## src/rtl/pulse_window_counter.sv

```systemverilog
// Heartbeat pulse counter: synchronizes the sensor level, detects accepted beats and
// reports the beat count once per window. Define PULSE_DEBOUNCE_EN to build in the debounce filter.
`timescale 1ns/1ps
module pulse_window_counter #(
  parameter int unsigned WINDOW_CYCLES   = 15000000,
  parameter int unsigned DEBOUNCE_CYCLES = 2000
) (
  input  logic       clk,
  input  logic       reset,
  input  logic       pulse_raw,
  input  logic       monitor_en,
  output logic [7:0] pulse_count,
  output logic       count_valid,
  output logic       pulse_edge,
  output logic       overflow,
  output logic       sensor_lost
);

  localparam int unsigned WIN_W = (WINDOW_CYCLES > 1) ? $clog2(WINDOW_CYCLES) : 1;
  localparam logic [WIN_W-1:0] WIN_LAST = WIN_W'(WINDOW_CYCLES - 1);

  typedef enum logic [1:0] {
    ST_IDLE   = 2'd0,
    ST_COUNT  = 2'd1,
    ST_REPORT = 2'd2
  } state_e;

  // Returns {attempted increment past 255, saturated value}.
  function automatic logic [8:0] sat_inc8(input logic [7:0] v, input logic inc);
    if (!inc) begin
      return {1'b0, v};
    end
    if (v == 8'hFF) begin
      return {1'b1, v};
    end
    return {1'b0, v + 8'd1};
  endfunction

  logic sync1_q, sync2_q;
  logic filt_q, filt_d, filt_prev_q;
  logic rise;

  state_e           state_q, state_d;
  logic [WIN_W-1:0] win_q, win_d;
  logic [7:0]       acc_q, acc_d;
  logic             acc_ovf_q, acc_ovf_d;
  logic [7:0]       pc_q, pc_d;
  logic             ovf_q, ovf_d;
  logic             lost_q, lost_d;
  logic [7:0]       acc_inc;
  logic             ovf_inc;

  // Two-flop synchronizer for the asynchronous sensor level
  always_ff @(posedge clk or negedge reset) begin
    if (!reset) begin
      sync1_q <= 1'b0;
      sync2_q <= 1'b0;
    end else begin
      sync1_q <= pulse_raw;
      sync2_q <= sync1_q;
    end
  end

`ifdef PULSE_DEBOUNCE_EN
  localparam int unsigned DEB_W = (DEBOUNCE_CYCLES > 0) ? $clog2(DEBOUNCE_CYCLES + 1) : 1;

  logic [DEB_W-1:0] deb_q, deb_d;

  // The level flips only once the synchronized input has disagreed with it long enough
  always_comb begin
    filt_d = filt_q;
    deb_d  = '0;
    if (sync2_q != filt_q) begin
      if (deb_q == DEB_W'(DEBOUNCE_CYCLES)) begin
        filt_d = sync2_q;
      end else begin
        deb_d = deb_q + 1'b1;
      end
    end
  end

  always_ff @(posedge clk or negedge reset) begin
    if (!reset) begin
      deb_q <= '0;
    end else begin
      deb_q <= deb_d;
    end
  end
`else
  assign filt_d = sync2_q;

  // Without the filter the debounce length has no effect on the logic.
  if (DEBOUNCE_CYCLES == 0) begin : g_deb_unused
  end
`endif

  always_ff @(posedge clk or negedge reset) begin
    if (!reset) begin
      filt_q      <= 1'b0;
      filt_prev_q <= 1'b0;
    end else begin
      filt_q      <= filt_d;
      filt_prev_q <= filt_q;
    end
  end

  assign rise       = filt_q & ~filt_prev_q;
  assign pulse_edge = rise & (state_q != ST_IDLE);

  always_comb begin
    {ovf_inc, acc_inc} = sat_inc8(acc_q, pulse_edge);
    state_d   = state_q;
    win_d     = win_q;
    acc_d     = acc_q;
    acc_ovf_d = acc_ovf_q;
    pc_d      = pc_q;
    ovf_d     = ovf_q;
    lost_d    = lost_q;

    if (!monitor_en) begin
      state_d   = ST_IDLE;
      win_d     = '0;
      acc_d     = '0;
      acc_ovf_d = 1'b0;
    end else begin
      unique case (state_q)
        ST_IDLE: begin
          state_d   = ST_COUNT;
          win_d     = '0;
          acc_d     = '0;
          acc_ovf_d = 1'b0;
        end
        ST_COUNT: begin
          acc_d     = acc_inc;
          acc_ovf_d = acc_ovf_q | ovf_inc;
          if (win_q == WIN_LAST) begin
            // A beat in the closing cycle still belongs to this window
            state_d = ST_REPORT;
            win_d   = '0;
            pc_d    = acc_inc;
            ovf_d   = acc_ovf_q | ovf_inc;
            lost_d  = (acc_inc == 8'd0);
          end else begin
            win_d = win_q + 1'b1;
          end
        end
        ST_REPORT: begin
          state_d   = ST_COUNT;
          win_d     = '0;
          acc_d     = {7'd0, pulse_edge};
          acc_ovf_d = 1'b0;
        end
        default: begin
          state_d = ST_IDLE;
        end
      endcase
    end
  end

  always_ff @(posedge clk or negedge reset) begin
    if (!reset) begin
      state_q   <= ST_IDLE;
      win_q     <= '0;
      acc_q     <= '0;
      acc_ovf_q <= 1'b0;
      pc_q      <= '0;
      ovf_q     <= 1'b0;
      lost_q    <= 1'b0;
    end else begin
      state_q   <= state_d;
      win_q     <= win_d;
      acc_q     <= acc_d;
      acc_ovf_q <= acc_ovf_d;
      pc_q      <= pc_d;
      ovf_q     <= ovf_d;
      lost_q    <= lost_d;
    end
  end

  assign count_valid = (state_q == ST_REPORT);
  assign pulse_count = pc_q;
  assign overflow    = ovf_q;
  assign sensor_lost = lost_q;

endmodule

```

## config.mk

```make
export PLATFORM = sky130hd
export DESIGN_NAME = pulse_window_counter
export DESIGN_NICKNAME = d
export VERILOG_FILES = /design/src/rtl/pulse_window_counter.sv
export SDC_FILE = /design/constraint.sdc
export NUM_CORES = 1
export LEC_CHECK = 0
export ABC_AREA = 1
export CAP_MARGIN = 40
export CORE_MARGIN = 2
export CORE_UTILIZATION = 38
export DETAILED_ROUTE_END_ITERATION = 10
export PLACE_DENSITY_LB_ADDON = 0.05
export SETUP_SLACK_MARGIN = 0.4
export SYNTH_ARGS = -nofsm -noshare
export SYNTH_HDL_FRONTEND = slang
export SYNTH_SLANG_ARGS = --single-unit
```

## constraint.sdc

```tcl
create_clock -name clk -period 2.2 [get_ports clk]
set_clock_uncertainty 0.05 [all_clocks]
set_input_delay 0.55 -clock clk [delete_from_list [all_inputs] [get_ports clk]]
set_output_delay 0.55 -clock clk [all_outputs]
set_load 0.05 [all_outputs]
```

# After elaboration in Yosys (flattened, before gate mapping)
# Index checks and enable logic that the tools add are counted.
[totals] register_bits=49 out_inout_bits=12 word_cells=45
[classes] n_addsub=2 n_eq_ne=7 n_mux=16 bitwise_logic=4 n_reduce_logical=5
[ops] operator="$mux W24" count=2
[ops] operator="$pmux W24 S2" count=1
[ops] operator="$mux W9" count=4
[ops] operator="$add A24 B1 Y24 const B" count=1
[ops] operator="$eq A24 B24 Y1 const B" count=1
[ops] operator="$pmux W8 S3" count=1
[ops] operator="$add A8 B1 Y8 const B" count=1
[ops] operator="$eq A8 B8 Y1 const B" count=1
[ops] operator="$logic_not A8 Y1" count=1
[ops] operator="$mux W8" count=1
[ops] operator="$mux W2" count=2
[ops] operator="$ne A4 B1 Y1 const B" count=1
[ops] operator="$pmux W2 S2" count=1
[ops] operator="$mux W1" count=3
[ops] operator="$ne A3 B2 Y1 const B" count=1
[ops] operator="$ne A3 B3 Y1 const B" count=1
[ops] operator="$reduce_and A3 Y1" count=1
[ops] operator="$and A1 B1 Y1" count=2
[ops] operator="$eq A2 B1 Y1 const B" count=1
[ops] operator="$eq A2 B2 Y1 const B" count=1
[ops] operator="$logic_not A2 Y1" count=1
[ops] operator="$pmux W1 S2" count=1
[ops] operator="$reduce_bool A2 Y1" count=1
[ops] operator="$reduce_or A2 Y1" count=1
[ops] operator="other kinds (2)" count=2

# Logic depth before layout (Yosys ltp)
[depth] depth_word=10 ltp_mapped=13 depth_no_buf=13

# Least setup slack after synthesis
# No wires, ideal clock.
[synth_timing] path_type="reg-to-reg" from="register state_q[0]" to="register lost_q, in the netlist sensor_lost" setup_time_ns=0.118 arrival_ns=1.610 required_ns=2.032 path_slack_ns=0.422 stages_incl_launch_ff=13 synth_period_minus_slack_ns=1.778 path_cell_list="dfrtp_1 -> inv_1 -> ha_1 -> nor2_1 -> nand2_1 -> inv_2 -> nand3_1 -> nor2_1 -> nor2_1 -> nand2_1 -> nor2_1 -> nand2_1 -> nand2_1"
[synth_via] elab_chain_len=4 elab_cells_between_ends=6 cone_classes="1 x eq/ne; 1 x mux; 1 x bitwise; 3 x reduce/logical"
[synth_rtl] element="start, declared" line_no="43" rtl="state_e state_q, state_d;"
[synth_rtl] element="start signal, assigned" line_no="170" rtl="state_q <= state_d;"
[synth_rtl] element="$reduce_bool A2 Y1" line_no="108" rtl="assign pulse_edge = rise & (state_q != ST_IDLE);"
[synth_rtl] element="$and A1 B1 Y1" line_no="108"
[synth_rtl] element="via pulse_edge" line_no="14" rtl="output logic pulse_edge,"
[synth_rtl] element="$mux W9" line_no="33" rtl="if (v == 8'hFF) begin"
[synth_rtl] element="$logic_not A8 Y1" line_no="142" rtl="lost_d = (acc_inc == 8'd0);"
[synth_rtl] element="end signal, assigned" line_no="176" rtl="lost_q <= lost_d;"
[synth_rtl] element="end, declared" line_no="49" rtl="logic lost_q, lost_d;"
# The timed path passes the listed nets, and every way through them passes these cells.
# A chain may end at the register's enable or synchronous reset.

# Worst setup path after layout
[layout_timing] from="register state_q[0]" to="output port pulse_edge"
[layout_via] elab_chain_len=2
[layout_rtl] element="$reduce_bool A2 Y1" line_no="108"
[layout_rtl] element="$and A1 B1 Y1" line_no="108"
[layout_rtl] element="end, declared" line_no="14"
# No other way between the ends.

==> results_dict.tcl <==
set metrics [dict create \
    result_of_the_run "finished, final reports clean" \
    critPathCaptureType "output pin" \
    total_wirelength_of_the_detailed_routed_design_um 6612 \
    clkTransAtPathRegs_ns 0.10 \
    most-common-layout-cells "nand2_1, dfrtp_1, nor2_1" \
    synth.mux.area_fraction_pct 0 \
    static-leakage-power_nw 1.465 \
    clock_tree.root_cell "clkbuf_8" \
    numCtsBuffers 5 \
    detailed_place.area_sq_mm 0.003037 \
    timing.final.crit_period_ns 1.891 \
    syn-num-nets 357 \
    core_region_sq_mm 0.006869 \
    tritoncts "yes" \
    drt_iter0_markers 119 \
    max-clock-path-buffers 2 \
    grtUsageTotal_pct 17.85 \
    fmaxAchievable_mhz 528.7 \
    drv_slew 0 \
    nets 399 \
    gate_count_of_the_mapped_netlist 348 \
    via_per_inst 4.891 \
    timing.final.hold_violations 0 \
    cellPowerDensity_mw_per_mm2 507.1 \
    post_synth_num_cell_types 35 \
    ys_seq_area_share_pct 45.02 \
    cts.sink_count 49 \
    worst_hold_path_type "in -> async" \
    final.setup.tns_ns 0 \
    tightestPinTransition_ns 0.4826 \
    layout-drive-gt1-share_pct 28.39 \
    die_w_um 88.67 \
    grt_pass1_vias 2181 \
    antenna_violating_nets_post_route 0 \
    wire_per_inst_um 13.58 \
    grt_overflow_total 0 \
    stdcell_count 487 \
    synth_top_family_by_area "simple AND/OR/NAND/NOR gates" \
    fillers 683 \
    grt_start_max_net_pins 29 \
    site_rows 30 \
    areaGrowthSynthToFinish_pct 23.98 \
    final_common_cell "nand2_1" \
    rsz0062_at_grt "yes" \
    ys.warnings.count 0 \
    slowest_stage_delay_on_critical_path_ns 0.37 \
    multi_input_area_sq_mm 0.001429 \
    pin_count 16 \
    critPathTopFamily "flip-flops" \
    timing.critical_path.slowest_stage_cell "dfrtp_1" \
    synthesis.area_per_instance_sq_um 7.827 \
    number_of_remaining_drc_errors 0 \
    gp_routability_congestion 0.8369 \
    synth_seq_cells 49 \
    mappedNetlistArea_sq_mm 0.002724 \
    post-route-period-util_pct 85.97 \
    setup-violations-final 0 \
    cp_max_fo 4 \
    worst_r2r_path_depth 10 \
    ir_worst_vdd_mv 0.2113 \
    finalInstanceArea_sq_mm 0.003377 \
    first_pass_grt_wire_length_um 10790 \
    numPortBuffers 15 \
    critPathLaunchType "flip-flop" \
    postLayoutCoreUtil_pct 49.16 \
    cp_data_arrival_time_ns 1.29 \
    seq_area_sq_mm 0.001227 \
    cp_data_required_time_ns 1.60 \
    pre_cts_slack_ns 0.02730 \
    dp_hpwl_um 4652 \
    crit_type "reg -> out" \
    synth_fa_ha_area_share_pct 2.297 \
    synth_simple_gate_area_share_pct 32.80 \
    timing.critical_path.cells "inv_2 -> ha_4 -> nor2_4 -> nand2_2 -> inv_4 -> buf_12" \
    clock_insertion_delay_worst_skew_ns 0.31 \
    max-slew-margin-rel_pct 67.95 \
    die-height_um 88.67 \
    floorplan.initialDensity_pct 39.65 \
    finalWorstSetupSlack_ns 0.3087 \
    ctsHtreeMaxLevel 2 \
    grt_antenna_before_repair 0 \
    rrSetupSlack_ns 0.40 \
    die-area_sq_mm 0.007861 \
    synth_xor_area_share_pct 2.894 \
    worstPathBufferInverterCount 3 \
    placed_cells 462 \
    max-cap-violations 0 \
    vias 2382 \
    reg2reg_from "win_q[0]" \
    drt_pre_antenna_iters 4 \
    compound_gate_fraction_of_synth_area_pct 9.738 \
    r2r_end "pulse_count[0]" \
    antenna_cells 0 \
]
## routing by layer
metal / track usage (%) / routed length (um) / part of all wire (%) / vias up
li1: - / - / - / 1202
met1: 27.10 / 3403 / 51 / 1130
met2: 25.71 / 2875 / 43 / 43
met3: 3.358 / 250 / 3.8 / 7
met4: 5.234 / 83 / 1.3 / 0
met5: 0 / 0 / 0 / -
## state kept, by name, summed over array words and instances (netlist names)
name / count
acc_ovf_q: 1
filt_prev_q: 1
state_q: 2
pulse_count: 8
sync1_q: 1
filt_d: 1
win_q: 24
sensor_lost: 1
overflow: 1
filt_q: 1
acc_q: 8
## layout make-up
type | count | share of cell area [%]
clock buffers | 6 | 2.445
clock inverters | 2 | 0.4076
inverters | 44 | 5.335
multi-input cells | 251 | 42.31
flip-flops and latches | 49 | 36.35
well taps | 96 | 3.557
repair buffers | 37 | 9.226
repair inverters | 2 | 0.3705
## synthesized netlist by cell type
| master | count | area share [%] |
|---|---|---|
| buf_4 | 1 | 0.28 |
| xor2_1 | 7 | 2.3 |
| dfrtp_1 | 49 | 45 |
| inv_2 | 8 | 1.1 |
| nor2_1 | 43 | 5.9 |
| nand4_1 | 5 | 1.1 |
| buf_2 | 2 | 0.37 |
| nor3b_1 | 2 | 0.55 |
| nand2_2 | 7 | 1.6 |
| inv_1 | 35 | 4.8 |
| o22ai_1 | 8 | 1.8 |
| nand3b_1 | 1 | 0.28 |
| o21ai_2 | 7 | 2.3 |
| nor3_2 | 1 | 0.37 |
| nand3_1 | 26 | 4.8 |
| clkbuf_1 | 1 | 0.14 |
| nand2_1 | 87 | 12 |
| nor3_4 | 1 | 0.60 |
| nor2_2 | 7 | 1.6 |
| o21a_1 | 1 | 0.28 |
| clkinv_1 | 1 | 0.14 |
| nand3_4 | 1 | 0.64 |
| ha_1 | 5 | 2.3 |
| o21ai_0 | 5 | 0.92 |
| xnor2_1 | 2 | 0.64 |
| buf_6 | 1 | 0.41 |
| nand3_2 | 2 | 0.73 |
| o21ai_1 | 4 | 0.73 |
| nor4_1 | 1 | 0.23 |
| a31oi_1 | 3 | 0.69 |
| a21oi_1 | 13 | 2.4 |
| a41oi_1 | 1 | 0.32 |
| a22o_1 | 1 | 0.32 |
| nor3_1 | 6 | 1.1 |
| nor2_4 | 3 | 1.2 |
## logic make-up after synthesis
logic type	Yosys count
buffers and inverters	49
DFF	49
and+or+nand+nor	193
adders and majority gates	5
AOI/OAI and AO/OA	43
xor gates and xnor gates	9
## repair_timing
item,4_1_cts,5_1_grt
resized for setup,30,49
hold buffers,0,0
pin swaps,5,11
cloned,0,3
setup endpoints to repair,26,46
buffers inserted,3,11
## worst max-delay path by stage
stage          slack [ns]          end        from  depth (start not counted)
6_report             0.31   pulse_edge  state_q[0]                          6
5_1_grt              0.24   pulse_edge  state_q[0]                          6
4_1_cts              0.26   pulse_edge  state_q[0]                          6
3_5_place_dp         0.03     win_q[1]  monitor_en                          7
3_3_place_gp         0.07    win_q[11]  monitor_en                          6
2_1_floorplan        0.42  sensor_lost  state_q[0]                         12
## power by group
| part | switching (mW) | leakage, nW | internal, mW | total [mW] |
|---|---|---|---|---|
| registers | 0.00867 | 0.672 | 0.910 | 0.919 |
| logic | 0.130 | 0.742 | 0.0833 | 0.213 |
| clock network | 0.325 | 0.0512 | 0.256 | 0.581 |
| total | 0.463 | 1.47 | 1.25 | 1.71 |
## metrics by stage
step | hold WS (ns) | power, mW
after floorplan | 0.2044 | 1.023
after global placement | 0.2846 | 1.089
after detailed placement | 0.2864 | 1.088
after CTS | 0.1601 | 1.686
after global routing | 0.1753 | 1.797
final | 0.1530 | 1.712
Power figures use the tool's default switching activity.
